--- config.mk ---
export PLATFORM = sky130hd
export DESIGN_NAME = mem_port_arbiter
export DESIGN_NICKNAME = d
export VERILOG_FILES = /design/src/rtl/mem_arb_pkg.sv /design/src/rtl/mem_arb_timer.sv /design/src/rtl/mem_port_arbiter.sv
export SDC_FILE = /design/constraint.sdc
export NUM_CORES = 1
export LEC_CHECK = 0
export CORE_ASPECT_RATIO = 0.7
export CORE_MARGIN = 2
export CORE_UTILIZATION = 45
export CTS_CLUSTER_DIAMETER = 200
export DETAILED_ROUTE_END_ITERATION = 8
export PLACE_DENSITY = 0.86
export SYNTH_ARGS = -nofsm -noshare
export SYNTH_HDL_FRONTEND = slang
export SYNTH_SLANG_ARGS = --single-unit
--- constraint.sdc ---
create_clock -name clk -period 4 [get_ports clk]
set_input_delay 0.4 -clock clk [delete_from_list [all_inputs] [get_ports clk]]
set_output_delay 0.4 -clock clk [all_outputs]
set_load 0.02 [all_outputs]
--- src/rtl/mem_arb_pkg.sv ---
// Shared types and constants for the instruction/data memory port arbiter.
//   arb_state_e : arbiter FSM states
//   owner_e     : which core port owns the current memory transaction
//   TIMEOUT_DEF : default read watchdog limit in WAIT cycles
//   CNT_W       : width of the watchdog counter
package mem_arb_pkg;

    typedef enum logic [1:0] {
        IDLE = 2'd0,
        REQ  = 2'd1,
        WAIT = 2'd2,
        DONE = 2'd3
    } arb_state_e;

    typedef enum logic {
        OWN_I = 1'b0,
        OWN_D = 1'b1
    } owner_e;

    localparam int TIMEOUT_DEF = 15;
    localparam int CNT_W       = 8;

endpackage

--- src/rtl/mem_arb_timer.sv ---
// Read watchdog counter for the memory port arbiter.
//   clk   : system clock
//   rst   : synchronous active-high reset (count -> 0)
//   clr_i : clear count to 0 (has priority over en_i)
//   en_i  : increment count by one
//   tc_o  : count has reached TIMEOUT-1
module mem_arb_timer
    import mem_arb_pkg::*;
#(
    parameter int TIMEOUT = TIMEOUT_DEF
) (
    input  logic clk,
    input  logic rst,
    input  logic clr_i,
    input  logic en_i,
    output logic tc_o
);

    logic [CNT_W-1:0] cnt_q, cnt_d;

    always_comb begin
        cnt_d = cnt_q;
        if (clr_i) begin
            cnt_d = '0;
        end else if (en_i) begin
            cnt_d = cnt_q + CNT_W'(1);
        end
    end

    always_ff @(posedge clk) begin
        if (rst) begin
            cnt_q <= '0;
        end else begin
            cnt_q <= cnt_d;
        end
    end

    assign tc_o = (cnt_q == CNT_W'(TIMEOUT - 1));

endmodule

--- src/rtl/mem_port_arbiter.sv ---
// Arbitrates one single-ported, variable-latency memory between the core's
// instruction-fetch port (i_*) and load/store port (d_*). One transaction is
// outstanding at a time; a watchdog completes hung reads with bus_err.
//
// Optional build macro ARB_RR_EN: round-robin tie-break instead of fixed
// data priority.
//
// Ports:
//   clk, rst                  : clock, synchronous active-high reset
//   i_req/i_addr              : fetch request, held until i_ack
//   i_ack/i_rdata             : fetch completion pulse and instruction
//   d_req/d_we/d_addr/d_wdata : data request, held until d_ack
//   d_ack/d_rdata             : data completion pulse and load data
//   mem_req/mem_we/mem_addr/mem_wdata : memory request, held until mem_gnt
//   mem_gnt                   : memory accepts request
//   mem_rvalid/mem_rdata      : memory read return
//   bus_err                   : pulse with the ack of a timed-out read
//
// FSM:
//   state | meaning
//   IDLE  | arbitrate between i_req and d_req
//   REQ   | mem_req held until mem_gnt
//   WAIT  | read granted, waiting for mem_rvalid or watchdog
//   DONE  | owner ack pulse, requests not sampled
module mem_port_arbiter
    import mem_arb_pkg::*;
#(
    parameter int ADDR_W  = 32,
    parameter int DATA_W  = 32,
    parameter int TIMEOUT = TIMEOUT_DEF
) (
    input  logic              clk,
    input  logic              rst,
    input  logic              i_req,
    input  logic [ADDR_W-1:0] i_addr,
    output logic              i_ack,
    output logic [DATA_W-1:0] i_rdata,
    input  logic              d_req,
    input  logic              d_we,
    input  logic [ADDR_W-1:0] d_addr,
    input  logic [DATA_W-1:0] d_wdata,
    output logic              d_ack,
    output logic [DATA_W-1:0] d_rdata,
    output logic              mem_req,
    output logic              mem_we,
    output logic [ADDR_W-1:0] mem_addr,
    output logic [DATA_W-1:0] mem_wdata,
    input  logic              mem_gnt,
    input  logic              mem_rvalid,
    input  logic [DATA_W-1:0] mem_rdata,
    output logic              bus_err
);

    arb_state_e        state_q, state_d;
    owner_e            owner_q, owner_d;
    owner_e            pick;
    logic              mem_req_q, mem_req_d;
    logic              mem_we_q, mem_we_d;
    logic [ADDR_W-1:0] mem_addr_q, mem_addr_d;
    logic [DATA_W-1:0] mem_wdata_q, mem_wdata_d;
    logic              i_ack_q, i_ack_d;
    logic              d_ack_q, d_ack_d;
    logic [DATA_W-1:0] i_rdata_q, i_rdata_d;
    logic [DATA_W-1:0] d_rdata_q, d_rdata_d;
    logic              bus_err_q, bus_err_d;
    logic              tmr_clr, tmr_en, tmr_tc;
`ifdef ARB_RR_EN
    owner_e            last_q, last_d;
`endif

    mem_arb_timer #(
        .TIMEOUT (TIMEOUT)
    ) u_timer (
        .clk   (clk),
        .rst   (rst),
        .clr_i (tmr_clr),
        .en_i  (tmr_en),
        .tc_o  (tmr_tc)
    );

    always_comb begin
        state_d     = state_q;
        owner_d     = owner_q;
        mem_req_d   = mem_req_q;
        mem_we_d    = mem_we_q;
        mem_addr_d  = mem_addr_q;
        mem_wdata_d = mem_wdata_q;
        i_rdata_d   = i_rdata_q;
        d_rdata_d   = d_rdata_q;
        i_ack_d     = 1'b0;
        d_ack_d     = 1'b0;
        bus_err_d   = 1'b0;
        tmr_clr     = 1'b0;
        tmr_en      = 1'b0;
        pick        = OWN_D;
`ifdef ARB_RR_EN
        last_d      = last_q;
`endif

`ifdef ARB_RR_EN
        if (d_req && i_req) begin
            if (last_q == OWN_D) pick = OWN_I;
            else                 pick = OWN_D;
        end else if (d_req) begin
            pick = OWN_D;
        end else begin
            pick = OWN_I;
        end
`else
        if (d_req) pick = OWN_D;
        else       pick = OWN_I;
`endif

        case (state_q)
            IDLE: begin
                if (d_req || i_req) begin
                    owner_d   = pick;
                    mem_req_d = 1'b1;
                    state_d   = REQ;
`ifdef ARB_RR_EN
                    last_d    = pick;
`endif
                    if (pick == OWN_D) begin
                        mem_we_d    = d_we;
                        mem_addr_d  = d_addr;
                        mem_wdata_d = d_wdata;
                    end else begin
                        mem_we_d    = 1'b0;
                        mem_addr_d  = i_addr;
                        mem_wdata_d = '0;
                    end
                end
            end
            REQ: begin
                if (mem_gnt) begin
                    mem_req_d = 1'b0;
                    if (mem_we_q) begin
                        // Writes complete on grant; no read return expected.
                        state_d = DONE;
                        d_ack_d = (owner_q == OWN_D);
                        i_ack_d = (owner_q == OWN_I);
                    end else begin
                        tmr_clr = 1'b1;
                        state_d = WAIT;
                    end
                end
            end
            WAIT: begin
                // rvalid beats the watchdog when both land in the same cycle.
                if (mem_rvalid || tmr_tc) begin
                    state_d   = DONE;
                    bus_err_d = !mem_rvalid;
                    if (owner_q == OWN_D) begin
                        d_ack_d   = 1'b1;
                        d_rdata_d = mem_rvalid ? mem_rdata : '0;
                    end else begin
                        i_ack_d   = 1'b1;
                        i_rdata_d = mem_rvalid ? mem_rdata : '0;
                    end
                end else begin
                    tmr_en = 1'b1;
                end
            end
            DONE: begin
                state_d = IDLE;
            end
            default: begin
                state_d = IDLE;
            end
        endcase
    end

    always_ff @(posedge clk) begin
        if (rst) begin
            state_q     <= IDLE;
            owner_q     <= OWN_D;
            mem_req_q   <= 1'b0;
            mem_we_q    <= 1'b0;
            mem_addr_q  <= '0;
            mem_wdata_q <= '0;
            i_ack_q     <= 1'b0;
            d_ack_q     <= 1'b0;
            i_rdata_q   <= '0;
            d_rdata_q   <= '0;
            bus_err_q   <= 1'b0;
`ifdef ARB_RR_EN
            last_q      <= OWN_D;
`endif
        end else begin
            state_q     <= state_d;
            owner_q     <= owner_d;
            mem_req_q   <= mem_req_d;
            mem_we_q    <= mem_we_d;
            mem_addr_q  <= mem_addr_d;
            mem_wdata_q <= mem_wdata_d;
            i_ack_q     <= i_ack_d;
            d_ack_q     <= d_ack_d;
            i_rdata_q   <= i_rdata_d;
            d_rdata_q   <= d_rdata_d;
            bus_err_q   <= bus_err_d;
`ifdef ARB_RR_EN
            last_q      <= last_d;
`endif
        end
    end

    assign mem_req   = mem_req_q;
    assign mem_we    = mem_we_q;
    assign mem_addr  = mem_addr_q;
    assign mem_wdata = mem_wdata_q;
    assign i_ack     = i_ack_q;
    assign d_ack     = d_ack_q;
    assign i_rdata   = i_rdata_q;
    assign d_rdata   = d_rdata_q;
    assign bus_err   = bus_err_q;

endmodule

Word-level counts from Yosys, hierarchy flattened
Cells that the tools add are included.
{"block": "totals", "regBits": 144, "inputBits": 135, "output_inout_bits": 133, "elab_cells": 63}
{"block": "op_classes", "add_sub_neg": 1, "n_eq_ne": 7, "muxes": 28, "bitwise": 3, "reduce_logical": 12}
{"operator": "2-to-1 mux 32 bit", "count": 3}
{"operator": "2-to-1 mux 1 bit", "count": 18}
{"operator": "AND reduction 3 bit", "count": 4}
{"operator": "adder 8 x 1 -> 8 bit (second input constant)", "count": 1}
{"operator": "equality test 8 x 4 -> 1 bit (second input constant)", "count": 1}
{"operator": "one-hot mux 2 bit (4 select lines)", "count": 1}
{"operator": "2-to-1 mux 2 bit", "count": 3}
{"operator": "!= test 2 bit (second input constant)", "count": 3}
{"operator": "one-hot mux 1 bit (2 select lines)", "count": 3}
{"operator": "equality test 2 bit (second input constant)", "count": 2}
{"operator": "NOT 1 bit", "count": 3}
{"operator": "OR reduction 3 bit", "count": 1}
{"operator": "equality test 2 x 1 -> 1 bit (second input constant)", "count": 1}
{"operator": "logical NOT 2 bit", "count": 1}
{"operator": "logical OR 1 bit", "count": 2}
{"operator": "AND reduction 2 bit", "count": 1}
{"operator": "nonzero test 2 bit", "count": 1}
{"operator": "OR reduction 2 bit", "count": 1}
{"operator": "logical NOT 1 bit", "count": 1}

Depth between registers and ports, before layout
{"block": "depth", "depth_word": 4, "depth_mapped": 7, "depth_no_buf": 6}

By module
A second synthesis with hierarchy kept.
{"block": "hier_totals", "cells_unflattened": 666, "hier_area_um2": 5876.9}
{"module": "mem_port_arbiter", "n_inst": 1, "cells_per_inst": 624, "area_per_inst_um2": 5492.8, "seq_area_each_um2": 2722.6}
{"module": "mem_arb_timer", "n_inst": 1, "cells_per_inst": 42, "area_per_inst_um2": 384.1, "seq_area_each_um2": 160.2}

Worst setup path before layout
No wires, ideal clock.
{"block": "synth_path", "path_kind": "flip-flop to flip-flop", "start": "register state_q[0]", "end": "register d_rdata_q[29], in the netlist d_rdata[29]", "arrival_time_ps": 1566, "t_required_ps": 3912, "slack_ps": 2346, "stages_incl_launch_ff": 8, "path_cell_list": "dfxtp_1 inv_1 ha_1 nand2_1 nor2_2 clkbuf_1 nand2_1 a311oi_2"}
{"block": "synth_between", "elab_chain_cells": 2}
{"element": "from (decl)", "line": "mem_port_arbiter.sv:54", "text": "arb_state_e state_q, state_d;"}
{"element": "from (signal assigned)", "line": "mem_port_arbiter.sv:190", "text": "state_q <= state_d;"}
{"element": "equality test 2 bit", "line": "mem_port_arbiter.sv:114", "text": "case (state_q)"}
{"element": "AND reduction 3 bit (no source line)"}
{"element": "to (signal assigned)", "line": "mem_port_arbiter.sv:199", "text": "d_rdata_q <= d_rdata_d;"}
{"element": "to (decl)", "line": "mem_port_arbiter.sv:64", "text": "logic [DATA_W-1:0] d_rdata_q, d_rdata_d;"}
Every way passes these cells.
A chain may end at the register's enable or synchronous reset.

Worst setup path after layout
{"block": "layout_path", "start": "register state_q[0]", "end": "register d_rdata_q[7], in the netlist d_rdata[7]"}
The elaborated chain is that of the path after synthesis.

==> metrics <==
die area 0.01417 mm²; hold_ws 0.2903 ns; number of routed nets with antenna violations 0; crit share post-route 0.5929; CTS tree yes; CP arrival 2.68 ns; Final WS setup 1.628 ns; Slew Viols, Final 0; # Post-CTS Setup Buffers 0; layout cell share with drive strength beyond 1 0.05921; Clk network pwr share 0.301; P&R area growth vs syn 55.32%; vias per cell 5.498; worst hold endpoint owner_q$_SDFFE_PP1P_; gr usage total 0.2548; drt total wl 18.52 mm; via count 5927; Die W 141.4 µm; Placer Congestion 0.8077; hold depth 2; Antenna Cells 0; vias in the first global route 5528; chip height 100.2 µm; P_leak 3.236 nW; Design Power 5.467 mW; DRT Pass-1 Iters 5; clk slew on worst S/H paths 0.06 ns; ys flop type dfxtp_1; Num CTS Buffers 17; sw power 1.915 mW; Pwr per Cell Area 591.8 mW/mm²; RSZ-0062 raised after global routing no; register area share after synthesis 0.4846; worst path required time 4.30 ns; Layout Skew 0.01599 ns; number of remaining DRC errors 0; per-cell routed wire length 17.18 µm; Post-DP Area 0.008628 mm²; Reg2Reg Setup Slack 1.63 ns; crit path capture type flop; Ys Warns 0; Tmin final 2.372 ns; PortBufs 267; Flop pwr share 0.333; type of the most critical hold path input port to flop; Core Util, Final 0.7080; Syn Std Cell Area 0.005948 mm²; WS Path Type flop to flop; max-cap violations 0; hpwl dp 12.65 mm; CP Max Fanout 34; first-pass GRT wire length 28.81 mm; syn_area_per_cell 8.918 µm²; fmax 421.6 MHz; GRT overflow 0; R2R depth 7; Hold Crit Start d_req; Worst R2R Start state_q[0]$_SDFFE_PP0P_; hold_buf cts 0; worst r2r dst d_rdata[7]$_SDFFE_PP0P_; status finished clean; combinational power share 0.367; Final TNS setup 0 ns; Max IR drop VDD 365.0 µV; Distinct cells, synth 38; most common cell after layout, fill and taps aside clkdlybuf4s50_1; relative slew slack 0.4025; Synth Instances 667; internal power 3.552 mW; worst skew pair latency 0.41 ns; Final Setup Violations 0; iteration-0 DRC count of the detailed router 265; design area 0.009239 mm²; sw frac 0.3503; Starting Density 0.4558; Clock Sinks 144; Core Area 0.01305 mm²; # nets final 1042; cts repair resizes 0; Root Driver clkbuf_16; Clock Tree Buf Depth 2; H-tree lvl count 4; Startpoint Class flop; commonest non-fill, non-tap cells in the layout clkdlybuf4s50_1, dfxtp_1, a21oi_1, nand2_1, a211oi_1; #FFs+latches synth 144; DP Worst Slack 1.415 ns; Rows 35; final hold vios 0; worst slew pin tran 0.8962 ns; initial antenna violation count 0; EDFF count, synth 0; Top Ports 268; async set-or-reset flop fraction in the synthesized netlist 0; placed insts 1048; largest net degree at the start of global routing 68; synthesized net count 808; post-route insts no fill 1078
[power groups by stage]
stage	Sequential, mW	Clock (mW)	Combinational [mW]
2_1_floorplan	2.12	0	0.902
3_3_place_gp	1.84	0	1.98
3_5_place_dp	1.85	0	2.01
4_1_cts	1.82	1.68	2.02
5_1_grt	1.85	1.73	2.18
6_report	1.82	1.64	2.01
[per-layer routing]
| metal | global-route usage | share of wire | vias up |
|---|---|---|---|
| li1 | - | - | 2914 |
| met1 | 0.3309 | 0.44 | 2746 |
| met3 | 0.08397 | 0.088 | 21 |
| met5 | 0 | 0 | - |
| met4 | 0.09308 | 0.017 | 0 |
| met2 | 0.3996 | 0.46 | 246 |
[critical path, stage by stage (launching register included)]
cell	delay [ns]
dfxtp_1	0.32
inv_1	0.13
ha_1	0.24
nand2_1	0.16
nor2_4	0.59
buf_4	0.45
a21oi_1	0.12
a311oi_1	0.25
[worst max path at each step]
stage,start,end,slack [ns],cells after the start
2_1_floorplan,state_q[0]$_SDFFE_PP0P_,d_rdata[29]$_SDFFE_PP0P_,2.35,7
3_3_place_gp,mem_rvalid,d_rdata[19]$_SDFFE_PP0P_,1.50,6
3_5_place_dp,mem_rvalid,d_rdata[27]$_SDFFE_PP0P_,1.41,6
4_1_cts,state_q[0]$_SDFFE_PP0P_,d_rdata[12]$_SDFFE_PP0P_,1.66,7
5_1_grt,state_q[0]$_SDFFE_PP0P_,d_rdata[1]$_SDFFE_PP0P_,1.40,7
6_report,state_q[0]$_SDFFE_PP0P_,d_rdata[7]$_SDFFE_PP0P_,1.63,7
[synth_stat cells, types with 3 or more instances]
library cell    n  area share
buf_6           7       0.013
nand3_1        36       0.030
a211oi_1       68       0.086
xnor2_1         4      0.0059
ha_1            6       0.013
xor2_1          3      0.0044
a311oi_1       34       0.050
buf_1           5      0.0032
nand4_1         3      0.0032
inv_1           5      0.0032
a21oi_1       132        0.11
buf_2           8      0.0067
nor2_1         42       0.027
clkbuf_1       43       0.027
mux2i_1        32       0.054
dfxtp_1       144        0.48
nand2_1        69       0.044
[kinds of logic (layout without fill, tap and decap cells)]
group                      count (synthesis)  in the layout  synth area share
buffers and inverters                     68            313           0.05343
adders and majority gates                  6              6           0.01262
muxes                                     32             32           0.05385
DFF                                      144            144            0.4846
and+or+nand+nor                          163            163            0.1214
xor gates and xnor gates                   7              7           0.01031
AOI/OAI and AO/OA                        247            247            0.2638
[sequential cells by signal (all words and copies together), names as in the netlist]
register / flops
mem_addr: 32
owner_q: 1
mem_wdata: 32
i_rdata: 32
d_ack: 1
mem_req: 1
d_rdata: 32
mem_we: 1
u_timer.cnt_q: 8
i_ack: 1
bus_err: 1
state_q: 2
[final cells by class]
cell class	count	area [µm²]
clock inverter	13	185.2
fill	999	3811
clock buffer	17	425.4
multi-input combinational	455	2770
inverter	5	18.77
timing repair buffer	278	2748
sequential	144	2884
tap	166	207.7
Power figures use the tool's default switching activity.
